$ cat src/rtl/uart8.sv
// 8N1 UART transceiver: 16x-oversampled receiver with false-start and framing
// detection, plus an independent transmitter. Both paths share one clock.
`timescale 1ns/1ps
module uart8 #(
  parameter int CLOCK_RATE = 12000000,
  parameter int BAUD_RATE  = 9600
) (
  input  logic       clk,
  input  logic       rst_n,
  input  logic       rxEn,
  input  logic       rxIn,
  output logic       rxBusy,
  output logic       rxDone,
  output logic       rxErr,
  output logic [7:0] rxOut,
  input  logic       txEn,
  input  logic       txStart,
  input  logic [7:0] txIn,
  output logic       txBusy,
  output logic       txDone,
  output logic       txOut
);

  localparam int RX_DIV = CLOCK_RATE / (BAUD_RATE * 16);
  localparam int TX_DIV = CLOCK_RATE / BAUD_RATE;
  localparam int RXC_W  = $clog2(RX_DIV + 1);
  localparam int TXC_W  = $clog2(TX_DIV + 1);

  typedef enum logic [1:0] {ST_IDLE, ST_START, ST_DATA, ST_STOP} state_t;

  // Receive baud generator and input synchronizer
  logic [RXC_W-1:0] rx_div_q;
  logic [1:0]       rx_sync_q;
  logic             rx_tick;
  logic             rx_s;

  assign rx_tick = (rx_div_q == RXC_W'(RX_DIV - 1));
  assign rx_s    = rx_sync_q[1];

  always_ff @(posedge clk or negedge rst_n) begin
    if (!rst_n) begin
      rx_div_q  <= '0;
      rx_sync_q <= 2'b11;
    end else begin
      rx_div_q  <= rx_tick ? '0 : rx_div_q + RXC_W'(1);
      rx_sync_q <= {rx_sync_q[0], rxIn};
    end
  end

  // Receive FSM
  state_t     rx_state_q, rx_state_d;
  logic [3:0] rx_cnt_q, rx_cnt_d;
  logic [2:0] rx_bit_q, rx_bit_d;
  logic [7:0] rx_shift_q, rx_shift_d;
  logic [7:0] rx_out_q, rx_out_d;
  logic       rx_done_q, rx_done_d;
  logic       rx_err_q, rx_err_d;

  always_ff @(posedge clk or negedge rst_n) begin
    if (!rst_n) begin
      rx_state_q <= ST_IDLE;
      rx_cnt_q   <= '0;
      rx_bit_q   <= '0;
      rx_shift_q <= '0;
      rx_out_q   <= '0;
      rx_done_q  <= 1'b0;
      rx_err_q   <= 1'b0;
    end else begin
      rx_state_q <= rx_state_d;
      rx_cnt_q   <= rx_cnt_d;
      rx_bit_q   <= rx_bit_d;
      rx_shift_q <= rx_shift_d;
      rx_out_q   <= rx_out_d;
      rx_done_q  <= rx_done_d;
      rx_err_q   <= rx_err_d;
    end
  end

  always_comb begin
    rx_state_d = rx_state_q;
    rx_cnt_d   = rx_cnt_q;
    rx_bit_d   = rx_bit_q;
    rx_shift_d = rx_shift_q;
    rx_out_d   = rx_out_q;
    rx_done_d  = 1'b0;
    rx_err_d   = rx_err_q;
    if (!rxEn) begin
      rx_state_d = ST_IDLE;
    end else if (rx_tick) begin
      unique case (rx_state_q)
        ST_IDLE: begin
          if (!rx_s) begin
            rx_state_d = ST_START;
            rx_cnt_d   = '0;
          end
        end
        ST_START: begin
          // Detection tick plus seven more low ticks lands on mid start bit
          if (rx_s) begin
            rx_err_d   = 1'b1;
            rx_state_d = ST_IDLE;
          end else if (rx_cnt_q == 4'd6) begin
            rx_err_d   = 1'b0;
            rx_cnt_d   = '0;
            rx_bit_d   = '0;
            rx_state_d = ST_DATA;
          end else begin
            rx_cnt_d = rx_cnt_q + 4'd1;
          end
        end
        ST_DATA: begin
          if (rx_cnt_q == 4'd15) begin
            rx_cnt_d   = '0;
            rx_shift_d = {rx_s, rx_shift_q[7:1]};
            if (rx_bit_q == 3'd7) rx_state_d = ST_STOP;
            else                  rx_bit_d   = rx_bit_q + 3'd1;
          end else begin
            rx_cnt_d = rx_cnt_q + 4'd1;
          end
        end
        ST_STOP: begin
          if (rx_cnt_q == 4'd15) begin
            rx_cnt_d   = '0;
            rx_state_d = ST_IDLE;
            if (rx_s) begin
              rx_out_d  = rx_shift_q;
              rx_done_d = 1'b1;
            end else begin
              rx_err_d = 1'b1;
            end
          end else begin
            rx_cnt_d = rx_cnt_q + 4'd1;
          end
        end
        default: rx_state_d = ST_IDLE;
      endcase
    end
  end

  assign rxBusy = (rx_state_q != ST_IDLE);
  assign rxDone = rx_done_q;
  assign rxErr  = rx_err_q;
  assign rxOut  = rx_out_q;

  // Transmit FSM; its baud counter is re-phased on every accepted start
  state_t           tx_state_q, tx_state_d;
  logic [TXC_W-1:0] tx_div_q, tx_div_d;
  logic [2:0]       tx_bit_q, tx_bit_d;
  logic [7:0]       tx_shift_q, tx_shift_d;
  logic             tx_done_q, tx_done_d;
  logic             tx_tick;

  assign tx_tick = (tx_div_q == TXC_W'(TX_DIV - 1));

  always_ff @(posedge clk or negedge rst_n) begin
    if (!rst_n) begin
      tx_state_q <= ST_IDLE;
      tx_div_q   <= '0;
      tx_bit_q   <= '0;
      tx_shift_q <= '0;
      tx_done_q  <= 1'b0;
    end else begin
      tx_state_q <= tx_state_d;
      tx_div_q   <= tx_div_d;
      tx_bit_q   <= tx_bit_d;
      tx_shift_q <= tx_shift_d;
      tx_done_q  <= tx_done_d;
    end
  end

  always_comb begin
    tx_state_d = tx_state_q;
    tx_div_d   = tx_tick ? '0 : tx_div_q + TXC_W'(1);
    tx_bit_d   = tx_bit_q;
    tx_shift_d = tx_shift_q;
    tx_done_d  = 1'b0;
    if (!txEn) begin
      tx_state_d = ST_IDLE;
    end else begin
      unique case (tx_state_q)
        ST_IDLE: begin
          if (txStart) begin
            tx_shift_d = txIn;
            tx_bit_d   = '0;
            tx_div_d   = '0;
            tx_state_d = ST_START;
          end
        end
        ST_START: if (tx_tick) tx_state_d = ST_DATA;
        ST_DATA: begin
          if (tx_tick) begin
            tx_shift_d = {1'b0, tx_shift_q[7:1]};
            if (tx_bit_q == 3'd7) tx_state_d = ST_STOP;
            else                  tx_bit_d   = tx_bit_q + 3'd1;
          end
        end
        ST_STOP: begin
          if (tx_tick) begin
            tx_state_d = ST_IDLE;
            tx_done_d  = 1'b1;
          end
        end
        default: tx_state_d = ST_IDLE;
      endcase
    end
  end

  always_comb begin
    txOut = 1'b1;
    if (tx_state_q == ST_START)     txOut = 1'b0;
    else if (tx_state_q == ST_DATA) txOut = tx_shift_q[0];
  end

  assign txBusy = (tx_state_q != ST_IDLE);
  assign txDone = tx_done_q;

endmodule

$ cat config.mk
export PLATFORM = sky130hd
export DESIGN_NAME = uart8
export DESIGN_NICKNAME = d
export VERILOG_FILES = /design/src/rtl/uart8.sv
export SDC_FILE = /design/constraint.sdc
export NUM_CORES = 1
export LEC_CHECK = 0
export CORE_MARGIN = 2
export CORE_UTILIZATION = 40
export DETAILED_ROUTE_END_ITERATION = 16
export DONT_BUFFER_PORTS = 1
export HOLD_SLACK_MARGIN = 0.08
export PLACE_DENSITY = 0.58
export SLEW_MARGIN = 20
export SYNTH_ARGS = -nofsm -noshare
export SYNTH_HDL_FRONTEND = slang
export SYNTH_SLANG_ARGS = --single-unit
$ cat constraint.sdc
create_clock -name clk -period 3.03 [get_ports clk]
set_input_delay 0.4545 -clock clk [delete_from_list [all_inputs] [get_ports clk]]
set_output_delay 0.4545 -clock clk [all_outputs]
set_load 0.005 [all_outputs]
==> metrics.cfg, run 1 <==
[outcome]
outcome=finished, final reports clean

[critical_path]
arrival_ps=2500
crit_type=register to register
worstPathMaxFanout=19
worstSetupStartpointType=register
worstPathRequired_ps=3250
critPathCaptureType=register
rr_startpoint=tx_state_q[0]
cp-startpoint=tx_state_q[0]

[drt]
wl_um=5104
antenna_left=0
num_vias=1949
drtPass1Iterations=4
drt_iter0_markers=62
vias_per_cell=5.142
post-route-drc-count=0
routedWlPerCell_um=13.47

[timing]
final_max_slew_viol_count=0
rsz0062_at_grt=false
hold_viol=0
finClkSkew_ps=10.11
max_slew_margin=0.4309
min_period_ps=2281
finalSetupTns_ps=0
fin_crit_sh=0.7529
max_freq_mhz=438.3
setup_violations=0
tightest_slew_ps=845.8

[clock_network]
clock_latency_ps=340
post_cts_resized=0
clockRootBuffer=clkbuf_8
cts_buffer_depth=2
cts_sinks=61
postCtsHoldBufs=2
clk_pin_slew_worst_paths_ps=70
post-cts-setup-buffer-count=0
cts_tree=done
h-tree-depth=3
cts_buffers=9

[synth]
synthesis.area_sq_um=3034
synth_edf_count=0
avgSynthCellArea_sq_um=11.16
ys_ff_latch=61
synthTopCellsByCount=dfrtp_1, nand2_1, mux2_2
ys_seq_area_frac=0.5039
synth.largest_area_cell=dfrtp_1
synth.most_common_cell=dfrtp_1
synth_top_area_share=0.4866
netlist_instances=272
synth_cell_types=46
ys_async_sr_fraction=1.000
yosys_warnings=0
ys.flop_type=dfrtp_1
syn-num-nets=300
netlist_top_cells_area=dfrtp_1, mux2_2, ha_1, nand2_1, mux2_4

[placed_design]
io_buffers=0
dpl_cell_area_sq_um=3112
dp_hpwl_um=3495
dp_cells=361
gp_congestion=0.7606

[finish]
instances_no_fill=379
antennaDiodeCount=0
final_net_count=303
utilization=0.4593
area_growth_pct=10.39
design_area_sq_um=3349
drive_gt1_frac=0.1929

[power_and_ir_drop]
leakagePower_nw=1.525
power_density_nw_per_um2=658.5
total_power_mw=2.206
ir_worst_vdd_mv=0.3169

[hold_path]
worstHoldStart=rxIn
hold_path.class=primary input to register

[global_routing]
grt_max_degree=62
grt_pass1_wl_um=8887
grt_pass1_vias=1948
antenna_found_initial=0
grt_use_total=0.1336
overflow=0

[floorplan]
core-area_sq_um=7292
start_util=0.4161
die_area_sq_um=8298
io_pins=28
die_h_um=91.10
rows=31
dieWidth_um=91.10

[flow_run]
maxCapViolations=0

cell usage in the layout, fill, tap and decap left out, types with 3 or more instances in the layout:
cell type	instances
dfrtp_1	59
nand2_1	25
mux2_2	24
nor2_1	23
ha_1	14
nand3_1	13
inv_1	12
clkbuf_8	10
xor2_1	7
o21ai_0	7
xnor2_1	6
nand4_1	6
mux2_4	6
a21oi_1	5
mux2i_1	4
nor2b_1	3
and2_1	3
nor3_1	3
o211ai_1	3
a32o_1	3
area by class of cell:
type	count	area, sq um
clock buffers	11	141.4
clock inverters	5	58.81
fillers	728	3943
inverters	12	45.04
multi-input cells	189	1414
flip-flops and latches	61	1529
well taps	99	123.9
repair buffers	2	37.54
critical path, stage by stage (launching register included):
cell and delay, ps:
dfrtp_1 420, inv_1 100, ha_1 590, mux2_2 290, nand2_1 110, a21o_1 320, mux2_4 350
metrics by stage:
step,hold slack (ps),setup WS (ps)
5_1_grt,91.62,553.2
2_1_floorplan,158.9,1118
3_3_place_gp,161.6,826.1
3_5_place_dp,161.6,729.6
4_1_cts,102.2,703.2
6_report,121.6,748.6
cell families (layout without fill, tap and decap cells):
group | after synthesis | count (layout) | share of synthesized area
flops | 61 | 61 | 0.5039
fa+ha+maj | 14 | 14 | 0.05773
mux | 34 | 34 | 0.1320
xor+xnor | 13 | 13 | 0.03753
simple gates | 98 | 98 | 0.1707
compound gates | 30 | 30 | 0.06804
buf+inv | 22 | 30 | 0.03010
layer usage:
metal  track usage  vias to the layer above  share of wire
met5             0                        -              0
met4       0.03788                        0         0.0071
met3       0.05477                        4          0.040
met2        0.2253                       24           0.49
met1        0.1567                      962           0.46
li1              -                      959              -
sequential cells by signal (all words and copies together) (netlist names):
register,flops
tx_shift_q,8
tx_state_q,2
rx_state_q,2
rx_div_q,7
rxErr,1
rx_cnt_q,4
tx_div_q,11
rx_bit_q,3
rx_shift_q,8
tx_bit_q,3
rxOut,8
rxDone,1
rx_sync_q,2
txDone,1
where the power goes:
| part | internal [mW] | total [mW] | leakage (nW) | switching, mW |
|---|---|---|---|---|
| Combinational | 0.235 | 0.453 | 0.628 | 0.219 |
| Sequential | 0.928 | 1.02 | 0.801 | 0.0918 |
| Clock | 0.404 | 0.732 | 0.0959 | 0.328 |
worst paths after layout:
check                      cells after the start             to  slack (ps)
max                                            6  tx_shift_q[5]         750
min                                            0   rx_sync_q[0]         120
max reg2reg                                    6  tx_shift_q[5]         750
min reg2reg                                    0   rx_sync_q[1]         370
max in group asynchronous                      2   rx_sync_q[0]        2080
min in group asynchronous                      2    rx_cnt_q[0]         630
Note: power is estimated with default switching activity, not from simulation.
==> run 2, diff against run 1 <==
==> constraint.sdc (replaced) <==
create_clock -name clk -period 2.4 [get_ports clk]
set_input_delay 0.36 -clock clk [delete_from_list [all_inputs] [get_ports clk]]
set_output_delay 0.36 -clock clk [all_outputs]
set_load 0.005 [all_outputs]
==> run 2 against run 1 <==
Via count is 0.51% higher. Sequential cell count stayed put. Clock power is 41% higher. Critical path type unchanged. Largest cell class unchanged. Total power is 32% higher. Highest routed layer unchanged. First-iteration DRC count is 37% lower. Largest power group unchanged.
==> metrics.cfg, run 2 (synthesized netlist as in run 1, its figures left out) <==
[critical_path]
path_cells=inv_1 -> ha_1 -> mux2_2 -> nand2_1 -> a21o_1 -> mux2_4
critPathCaptureType=register
crit_type=register to register
worstSetupStartpointType=register
max_stage_delay_ps=420
worst_path_dominant_cell_family=multiplexers
worstPathMaxFanout=8
worstPathRequired_ps=2620
crit_buf_inv=1
arrival_ps=2270
cp_slowest_cell=dfrtp_1

[placed_design]
gp_congestion=0.7960
dpl_cell_area_sq_um=3142
io_buffers=0
dp_hpwl_um=3625

[finish]
antennaDiodeCount=0
drive_gt1_frac=0.2035
nFillCells=726
mostFrequentLayoutCell=dfrtp_1
final_net_count=308
area_growth_pct=12.54
design_area_sq_um=3415
regMostFlops=tx_div_q
final_cell_mix=dfrtp_1, nand2_1, mux2_2, nor2_1, ha_1
largest_register_ffs=11

[drt]
drt_iter0_markers=39
num_vias=1959
vias_per_cell=5.102
wl_um=5294
drtPass1Iterations=4
post-route-drc-count=0
routedWlPerCell_um=13.79
antenna_left=0

[power_and_ir_drop]
leakagePower_nw=1.571
ir_worst_vdd_mv=0.4327
power_density_nw_per_um2=851.5
total_power_mw=2.907

[floorplan]
rows=31
core-area_sq_um=7292
die_h_um=91.10
start_util=0.4161
die_area_sq_um=8298
io_pins=28
dieWidth_um=91.10

[timing]
setup_violations=0
fin_crit_sh=0.8521
finalSetupTns_ps=0
min_period_ps=2045
final_max_slew_viol_count=0
hold_viol=0
whs_ps=136.1
tightest_slew_ps=431.6
rsz0062_at_grt=false
max_slew_margin=0.7123
finClkSkew_ps=10.26
max_freq_mhz=489.0

[global_routing]
antenna_found_initial=0
grt_pass1_vias=1938
grt_max_degree=62
grt_pass1_wl_um=9087
grt_use_total=0.1400
overflow=0

[clock_network]
post_cts_resized=0
clock_latency_ps=340
cts_sinks=61
cts_buffers=9
cts_tree=done
clk_pin_slew_worst_paths_ps=70
clockRootBuffer=clkbuf_8
cts_buffer_depth=2
h-tree-depth=3

[flow_run]
maxCapViolations=0

[hold_path]
hold_path.class=primary input to register

[outcome]
outcome=finished, final reports clean

-- run 2: cell types whose count changed in the layout (fill, tap and decap cells not counted), sizes merged --
cell	before	now
buf	1	5
clkinvlp	2	0
bufinv	1	2
clkbuf	11	12
clkinv	1	2
dlygate4sd3	1	2
inv	13	12
-- run 2: area by class of cell --
| cell class | count | area (sq um) | area share |
|---|---|---|---|
| inverter | 12 | 45.04 | 0.01319 |
| sequential | 61 | 1529 | 0.4478 |
| clock inverter | 4 | 70.07 | 0.02052 |
| timing repair buffer | 7 | 77.57 | 0.02272 |
| multi-input combinational | 189 | 1414 | 0.4141 |
| clock buffer | 12 | 155.1 | 0.04544 |
| tap | 99 | 123.9 | 0.03628 |
-- run 2: per-stage QoR --
stage	util	instances	setup slack, ps
5_1_grt	0.4683	384	257.1
2_1_floorplan	-	272	488.5
3_5_place_dp	0.4309	365	357.0
6_report	0.4683	384	355.1
3_3_place_gp	0.4309	365	401.2
4_1_cts	0.4683	384	335.0
-- run 2: power by group --
part	leakage (nW)	internal, mW	switching, mW
Sequential	0.801	1.17	0.116
Combinational	0.654	0.302	0.287
Clock	0.116	0.638	0.391
Total	1.57	2.11	0.794
-- run 2: worst register-to-register path: cells and delay by family (launching register included) --
| kind | cells | cell delay (ps) |
|---|---|---|
| buffers and inverters | 1 | 90 |
| flip-flops | 1 | 420 |
| AND/OR/NAND/NOR | 1 | 130 |
| adder cells (fa/ha/maj) | 1 | 210 |
| multiplexers | 2 | 700 |
| AO/OA/AOI/OAI | 1 | 380 |
-- run 2: layer usage --
metal,part of all wire,GRT usage,up-vias
met5,0,0,-
met4,0.015,0.05303,0
met3,0.046,0.06556,7
met2,0.47,0.2111,22
met1,0.47,0.1751,957
li1,-,-,973
-- run 2: final timing paths --
path	startpoint	endpoint	slack, ps	cells after the start
min in group asynchronous	rst_n	rx_cnt_q[1]	540	2
worst min register to register	rx_sync_q[0]	rx_sync_q[1]	370	0
worst max-delay path	tx_state_q[1]	tx_shift_q[2]	360	6
max in group asynchronous	rst_n	rx_sync_q[0]	1550	2
worst min-delay path	rxEn	rx_state_q[0]	140	1
worst max register to register	tx_state_q[1]	tx_shift_q[2]	360	6
-- run 2: timing repair --
| item | CTS | global route |
|---|---|---|
| setup buffers | 0 | 0 |
| endpoints found under the hold margin | 62 | 0 |
| hold buffers | 3 | 0 |
